## src/rtl/demux_2_buf.sv

```systemverilog
// demux_2_buf: registered 1-to-2 demultiplexer with a one-word holding register,
// valid/ready handshake and a wrapping delivered-word counter on each output channel.
`default_nettype none

module demux_2_buf #(
  parameter int WIDTH = 4,
  parameter int CNT_W = 8
) (
  input  logic             clk,
  input  logic             reset,
  input  logic [WIDTH-1:0] in_data,
  input  logic             in_sel,
  input  logic             in_valid,
  output logic             in_ready,
  output logic [WIDTH-1:0] out0_data,
  output logic             out0_valid,
  input  logic             out0_ready,
  output logic [WIDTH-1:0] out1_data,
  output logic             out1_valid,
  input  logic             out1_ready,
  output logic [CNT_W-1:0] cnt0,
  output logic [CNT_W-1:0] cnt1
);

  logic space0;
  logic space1;
  logic accept0;
  logic accept1;
  logic deliver0;
  logic deliver1;

  // A channel can take a word if it is empty or is being drained this same cycle.
  always_comb begin
    space0   = !out0_valid | out0_ready;
    space1   = !out1_valid | out1_ready;
    in_ready = in_sel ? space1 : space0;
    accept0  = in_valid & !in_sel & space0;
    accept1  = in_valid &  in_sel & space1;
    deliver0 = out0_valid & out0_ready;
    deliver1 = out1_valid & out1_ready;
  end

  always_ff @(posedge clk or posedge reset) begin
    if (reset) begin
      out0_data  <= '0;
      out0_valid <= 1'b0;
      cnt0       <= '0;
    end else begin
      if (accept0) begin
        out0_data  <= in_data;
        out0_valid <= 1'b1;
      end else if (deliver0) begin
        out0_valid <= 1'b0;
      end
      if (deliver0) begin
        cnt0 <= cnt0 + 1'b1;
      end
    end
  end

  always_ff @(posedge clk or posedge reset) begin
    if (reset) begin
      out1_data  <= '0;
      out1_valid <= 1'b0;
      cnt1       <= '0;
    end else begin
      if (accept1) begin
        out1_data  <= in_data;
        out1_valid <= 1'b1;
      end else if (deliver1) begin
        out1_valid <= 1'b0;
      end
      if (deliver1) begin
        cnt1 <= cnt1 + 1'b1;
      end
    end
  end

endmodule

`default_nettype wire

```

## config.mk

```make
export PLATFORM = sky130hd
export DESIGN_NAME = demux_2_buf
export DESIGN_NICKNAME = d
export VERILOG_FILES = /design/src/rtl/demux_2_buf.sv
export SDC_FILE = /design/constraint.sdc
export NUM_CORES = 1
export LEC_CHECK = 0
export BUFFER_PORTS_ARGS = -buffer_cell sky130_fd_sc_hd__buf_2
export CORE_UTILIZATION = 39
export DETAILED_ROUTE_END_ITERATION = 7
export PLACE_DENSITY = 0.76
export SETUP_SLACK_MARGIN = 0.02
export SLEW_MARGIN = 25
export SYNTH_ARGS = -nofsm -noshare
export SYNTH_HDL_FRONTEND = slang
export SYNTH_SLANG_ARGS = --single-unit
```

## constraint.sdc

```tcl
create_clock -name clk -period 1.3 [get_ports clk]
set_input_delay 0.13 -clock clk [delete_from_list [all_inputs] [get_ports clk]]
set_output_delay 0.13 -clock clk [all_outputs]
set_load 0.05 [all_outputs]
```

# ---- After elaboration in Yosys (flattened, before gate mapping)
# Cells that the tools add are included.
dict set report word_totals {
  input_bits 10
  latchBits 0
  wordCells 26
  mem_count 0
  regBits 26
  mem_bits_ro 0
  mem_bits_rw 0
}
dict set report classes {
  addsub 2
  shifts 0
  eq_ne 0
  n_bitwise 8
  reduce_logical 5
  magnitude_cmp 0
  n_mul 0
  muxes 5
  div 0
}
# cell count
set op_table {}
lappend op_table {{8-bit by 1-bit adder with 8-bit output, second input constant} 2}
lappend op_table {{1-bit bitwise AND} 6}
lappend op_table {{1-bit two-way mux} 5}
lappend op_table {{2-bit nonzero test} 2}
lappend op_table {{1-bit zero test} 3}
lappend op_table {{1-bit bitwise OR} 2}

# ---- Depth between registers and ports, before layout
# Gate-level depths: netlist of the first run.
dict set report logic_depth {
  word_depth 4
  depth_mapped 4
  mapped_depth_nobuf 4
}

# ---- Least setup slack after synthesis of the first run
# Ideal clock, no wire load.
dict set report synth_path {
  path_type {reg-to-output}
  startpoint {register out1_valid}
  endpoint {output port in_ready}
  stages_incl_launch_ff 3
  t_arrival_ns 1.662
  required_ns 1.170
  slack_ns -0.492
  path_cell_list {dfrtp_1 > and2b_1 > a21oi_1}
}
dict set report synth_via {
  elab_chain_len 3
}
# item line_no
set synth_lines {}
lappend synth_lines {{start: declaration} 19} ;# output logic out1_valid,
lappend synth_lines {{start signal: assignment} 64} ;# out1_valid <= 1'b0;
lappend synth_lines {{start signal: assignment} 69} ;# out1_valid <= 1'b1;
lappend synth_lines {{start signal: assignment} 71} ;# out1_valid <= 1'b0;
lappend synth_lines {{1-bit zero test} 35} ;# space1 = !out1_valid | out1_ready;
lappend synth_lines {{1-bit bitwise OR} 35}
lappend synth_lines {{1-bit two-way mux} 36} ;# in_ready = in_sel ? space1 : space0;
lappend synth_lines {{end: declaration} 14} ;# output logic in_ready,
# Every way passes these cells.

# ---- Worst setup path after layout of the first run
# Ends and elaborated chain as after synthesis.

==> metrics.csv, run 1 <==
metric,value,unit
vias in the first global route,731,
Worst setup SP type,register,
failing checks,setup timing,
Vias/cell,4.94,
critical path class,reg -> out,
Top Ports,37,
Synth Net Count,97,
Nets,144,
yosys warns,0,
CP max stage delay,420,ps
routed len/inst,12.6,um
DR iter-0 viols,5,
worst min-delay path category,in -> reg,
"Req. time, crit path",1170,ps
TritonRoute pass-1 iters,3,
die area,3030,um^2
sequential share of the synthesized area,59.4,%
area of the multi-input gates,495,um^2
syn_area_per_cell,12.9,um^2
mapped cell area,1100,um^2
first-pass GRT wire length,3060,um
worst-path cell chain,and2b_2 > a21oi_4 > buf_8,
share of layout cells above drive strength 1,56.5,%
number of fill cells,231,
dpl hpwl,1470,um
gpl congestion,0.745,
Yosys top cell area share,59.4,%
max_cap viols,0,
CTS tree,yes,
status,finished with violations,
ys async rst share,100,%
"Reg clk slew, reported paths",130,ps
Peak VDD IR,0.00179,V
slowest CP cell,dfrtp_2,
synthesized flop and latch total,26,
Power Density,2090,nW/um^2
clk_lat worst skew,310,ps
Yosys top cell by area,dfrtp_1,
final-report max-slew violation count,0,
final WL,2020,um
IO buf count,36,
Chip Width,55.0,um
via count,795,
post-synth cell types,20,
Fin. Hold Viols,0,
final period utilization,106,%
GRT Total Usage,14.6,%
final number of setup-violating endpoints,5,
slew margin rel.,78.1,%
Die H,55.0,um
Cells after Synth,85,
drc violations,0,
dpl ws,8.65,ps
"top cells by count, synth","dfrtp_1 (26), nand2_1 (11), mux2_2 (10), xnor2_1 (10), xor2_1 (4)",
Least-Margin Pin Slew,328,ps
GRT Residual Overflow,0,
Post-synth EDFFs,0,
top-count cell post-synth,dfrtp_1,
CP endpoint kind,output port,
CTS sink count,26,
root buffer cell,clkbuf_4,
antenna cells,0,
Final WS setup,-83.5,ps
P&R area growth vs syn,35.6,%
largest net degree at the start of global routing,27,
Static Leak,0.742,nW
maximum clock frequency,723,MHz
Storage cell area,666,um^2
ys flop type,dfrtp_1,
CTS H-Tree Depth,1,
setup tns final,-393,ps
Final min period,1380,ps
row count,18,
Routed Antenna Nets,0,
Num CTS Buffers,3,
Total Power,0.00310,W
core area,2570,um^2
RSZ-0062 raised after global routing,true,
Synth area leaders,"dfrtp_1 (59%), mux2_2 (10%), xnor2_1 (8.0%)",
CP max FO,2,
Bufs on Longest Clock Path,2,
final core occ,57.9,%
Initial Utilization,42.7,%
setup skew after layout,4.79,ps
WP data arrival,1250,ps
initial antenna violation count,0,
-- through the flow --
step / hold slack (ps) / cells / area (um^2)
finish: 52.6 / 161 / 1490
global placement: 196 / 154 / 1380
detailed placement: 212 / 154 / 1380
CTS: 35.8 / 161 / 1450
global route: 30.1 / 161 / 1490
floorplan: 169 / 85 / 1140
-- report_power, final --
group / internal, W / switching (W)
clock: 0.000171 / 0.000227
sequential: 0.00105 / 0.000213
combinational: 0.000414 / 0.00102
-- sequential cells by signal (all words and copies together), names as in the netlist --
register	cells
out1_data	4
cnt1	8
cnt0	8
out1_valid	1
out0_valid	1
out0_data	4
-- critical path: cells and delay by family, from the launching register on --
family,cells,cell delay (ps)
flops,1,420
simple gates,1,220
buf+inv,1,160
compound gates,1,140
-- path summary, 6_finish.rpt --
kind	from	end	slack (ps)	depth (start not counted)
setup / recovery	out1_valid	in_ready	-80	3
hold / removal	in_data[0]	out1_data[0]	50	2
setup reg to reg	out1_valid	out1_data[2]	-80	4
hold reg to reg	cnt1[7]	cnt1[7]	480	1
max in group asynchronous	reset	cnt1[0]	630	4
min in group asynchronous	reset	out0_valid	400	4
-- logic make-up after synthesis --
| logic type | after synthesis | synth area share [%] |
|---|---|---|
| compound gates | 2 | 0.912 |
| fa+ha+maj | 2 | 2.28 |
| xor+xnor | 14 | 11.2 |
| flops | 26 | 59.4 |
| simple gates | 29 | 15.3 |
| mux | 10 | 10.3 |
| buf+inv | 2 | 0.685 |
-- placed cells by master (no fill, tap or decap), drive strengths merged, types with 4 or more instances in the layout --
cell and n:
nand2 11, xnor2 10, buf 41, xor2 4, clkbuf 4, nor2 4, dfrtp 26, mux2 10
-- timing repair --
action                     4_1_cts  5_1_grt
buffers inserted                 2        0
hold endpoints to repair        26        0
hold buffers                     1        0
gates resized for setup          4       10
pin swaps                        1        2
setup endpoints to repair        5        9
-- layer usage --
metal	vias to the layer above	routed length (um)	global-route usage [%]	share of wire, %
li1	378	-	-	-
met1	385	923	17.2	46
met2	30	930	24.1	46
met3	2	153	6.56	7.6
met4	0	16	3.75	0.79
met5	-	0	0	0
-- cell type report --
cell class,instances,area share [%]
Sequential cell,26,44.8
Multi-Input combinational cell,57,33.3
Timing Repair Buffer,42,16.4
Tap cell,30,2.53
Clock buffer,4,2.44
Inverter,2,0.505
(Power assumes the default switching activity.)
==> inputs of run 2 (changes only) <==
--- a/config.mk
+++ b/config.mk
@@ -5,12 +5,13 @@
 export SDC_FILE = /design/constraint.sdc
 export NUM_CORES = 1
 export LEC_CHECK = 0
+export ABC_AREA = 1
 export BUFFER_PORTS_ARGS = -buffer_cell sky130_fd_sc_hd__buf_2
 export CORE_UTILIZATION = 39
 export DETAILED_ROUTE_END_ITERATION = 7
 export PLACE_DENSITY = 0.76
 export SETUP_SLACK_MARGIN = 0.02
-export SLEW_MARGIN = 25
+export SLEW_MARGIN = 20
 export SYNTH_ARGS = -nofsm -noshare
 export SYNTH_HDL_FRONTEND = slang
 export SYNTH_SLANG_ARGS = --single-unit
==> run 2 against run 1 <==
  * The run ends with DRC, setup timing left
  * Critical endpoint unchanged
  * Largest cell class unchanged
  * Register-to-register slack better by 130 ps
  * Count of clock-buffer cells in the layout stayed put
  * Combinational power is 56% higher
  * Global-route usage is 0.20 points higher
==> metrics.csv, run 2 <==
metric,value,unit,change
syn_area_per_cell,8.99,um^2,-30%
vias in the first global route,899,,+23%
drc violations,4,,+4
reg-to-reg endpoint,cnt1[4],,
Bufs on Longest Clock Path,2,,unchanged
Fin. Hold Viols,0,,unchanged
mux share of post-synthesis cell area,2.85,%,-7.4 points
P&R area growth vs syn,30.4,%,
ys flop type,dfrtp_1,,
final number of setup-violating endpoints,1,,-4
"Reg clk slew, reported paths",130,ps,about the same
"Req. time, crit path",1170,ps,about the same
root buffer cell,clkbuf_4,,
Final WS setup,-162,ps,-78.2 ps
worst min-delay path category,in -> reg,,
final core occ,54.7,%,-3.2 points
Compound-Gate Fraction of Synth Area,3.80,%,+2.9 points
row count,19,,+1
Num CTS Buffers,3,,unchanged
critical path class,reg -> out,,
number of fill cells,255,,+10%
largest net degree at the start of global routing,27,,unchanged
via count,978,,+23%
final WL,2340,um,+15%
TritonRoute pass-1 iters,6,,+3
core area,2830,um^2,+10%
CTS tree,yes,,
"top cells by count, synth","nand2_1 (40), dfrtp_1 (26), inv_1 (23)",,
max_cap viols,0,,unchanged
Vias/cell,4.57,,-7.4%
initial antenna violation count,0,,unchanged
synthesized flop and latch total,26,,unchanged
clk_lat worst skew,300,ps,about the same
mapped cell area,1190,um^2,+8.2%
largest family of logic cells by synthesized area,simple AND/OR/NAND/NOR gates,,
Hold Startpoint,in_valid,,
"commonest non-fill, non-tap cell in the layout",nand2_1,,
CTS H-Tree Depth,1,,unchanged
dpl hpwl,1760,um,+20%
Worst setup SP type,register,,
R2R cell count,7,,+3
Top Registers,"cnt0 (8), cnt1 (8)",,
Routed Antenna Nets,0,,unchanged
first-pass GRT wire length,3770,um,+23%
Static Leak,0.850,nW,+15%
CP endpoint kind,output port,,
Yosys top cell by area,dfrtp_1,,
WP data arrival,1330,ps,+80 ps
slew margin rel.,78.2,%,about the same
adder-cell share of the synthesized area,2.11,%,-0.17 points
RSZ-0062 raised after global routing,true,,
post-synth cell types,15,,-25%
CTS sink count,26,,unchanged
reg-to-reg setup timing slack,50,ps,+130 ps
routed len/inst,10.9,um,-13%
hold path endpoint,out1_valid,,
area share of and/or/nand/nor cells after synthesis,23.2,%,+7.9 points
setup tns final,-162,ps,+231 ps
GRT Total Usage,14.8,%,+0.20 points
Nets,196,,+36%
Final min period,1460,ps,+78.2 ps
area of the multi-input gates,458,um^2,-7.6%
ys async rst share,100,%,unchanged
failing checks,"DRC, setup timing",,
Synth area leaders,"dfrtp_1 (55%), nand2_1 (13%), inv_1 (7.3%)",,
Synth Net Count,144,,+48%
Die H,57.2,um,+3.9%
Post-synth EDFFs,0,,unchanged
Placed Cells,202,,+31%
CP max FO,3,,+1
GRT Residual Overflow,0,,unchanged
share of layout cells above drive strength 1,37.7,%,-19 points
most frequent cells in the layout,"nand2_1 (38), buf_2 (35), inv_1 (23)",,
gpl congestion,0.743,,-0.34%
Power Density,2590,nW/um^2,+24%
antenna cells,0,,unchanged
final-report max-slew violation count,0,,unchanged
Total Power,0.00400,W,+29%
Top Ports,37,,unchanged
IO buf count,36,,unchanged
maximum clock frequency,684,MHz,-5.4%
die area,3270,um^2,+7.9%
final period utilization,112,%,+6.0 points
WHS,46.9,ps,-5.66 ps
sequential share of the synthesized area,54.9,%,-4.5 points
Storage cell area,658,um^2,-1.1%
Yosys top cell area share,54.9,%,-4.5 points
DR iter-0 viols,33,,+28
Least-Margin Pin Slew,327,ps,-0.574 ps
status,finished with violations,,
reg2reg start,out1_valid,,
Chip Width,57.2,um,+3.9%
yosys warns,0,,unchanged
Initial Utilization,41.9,%,-0.76 points
XOR/XNOR share of the synthesized area,5.91,%,-5.3 points
Final Non-Filler Cells,214,,+33%
hold depth,3,,+1
Cells after Synth,132,,+55%
setup skew after layout,5.73,ps,+0.932 ps
Peak VDD IR,0.00153,V,-14%
top-count cell post-synth,nand2_1,,
run 2: logic make-up (layout without fill, tap and decap cells):
group | after synthesis | in the layout
xor gates and xnor gates | 8 | 8
muxes | 3 | 3
adders and majority gates | 2 | 2
and+or+nand+nor | 61 | 61
DFF | 26 | 26
AOI/OAI and AO/OA | 9 | 9
buffers and inverters | 23 | 74
run 2: worst max path at each step:
| stage | start | endpoint | slack, ps | cells after the start |
|---|---|---|---|---|
| after floorplan | out1_valid | in_ready | -6 | 3 |
| after global placement | out1_valid | in_ready | 130 | 4 |
| after detailed placement | out1_valid | in_ready | 90 | 4 |
| after CTS | out1_valid | in_ready | -160 | 4 |
| after global routing | out1_valid | in_ready | -200 | 4 |
| final | out1_valid | in_ready | -160 | 4 |
run 2: layout make-up:
type | instances | area share [%]
timing repair buffer | 47 | 18.0
sequential | 26 | 42.6
clock buffer | 4 | 1.70
inverter | 23 | 5.58
multi-input combinational | 83 | 29.6
tap | 31 | 2.51
run 2: repair_timing:
action	in CTS	in global routing
hold endpoints to repair	26	0
pin swaps	3	1
endpoints found under the setup margin	1	1
hold buffers	1	0
resized for setup	6	1
buffers inserted	6	1
run 2: worst max-delay path, stage by stage, from the launching register on:
cell and delay, ps:
dfrtp_2 450, nand2_2 90, nand2_2 60, mux2_4 270, buf_8 150
run 2: report_power, final:
part	total (W)	internal, W	switching [W]
clock	0.000336	0.000119	0.000216
sequential	0.00142	0.00113	0.000292
combinational	0.00225	0.000625	0.00163
run 2: metrics by stage:
step           instance area [um^2]  setup WS (ps)
3_5_place_dp                   1440           89.7
4_1_cts                        1540           -159
3_3_place_gp                   1440            131
5_1_grt                        1550           -204
2_1_floorplan                  1190          -6.07
6_report                       1550           -162
run 2: per-layer routing:
metal,track usage [%],wire length (um),vias up
met5,0,0,-
li1,-,-,501
met3,2.72,128,4
met1,18.3,988,446
met2,25.9,1190,27
met4,5.23,31,0
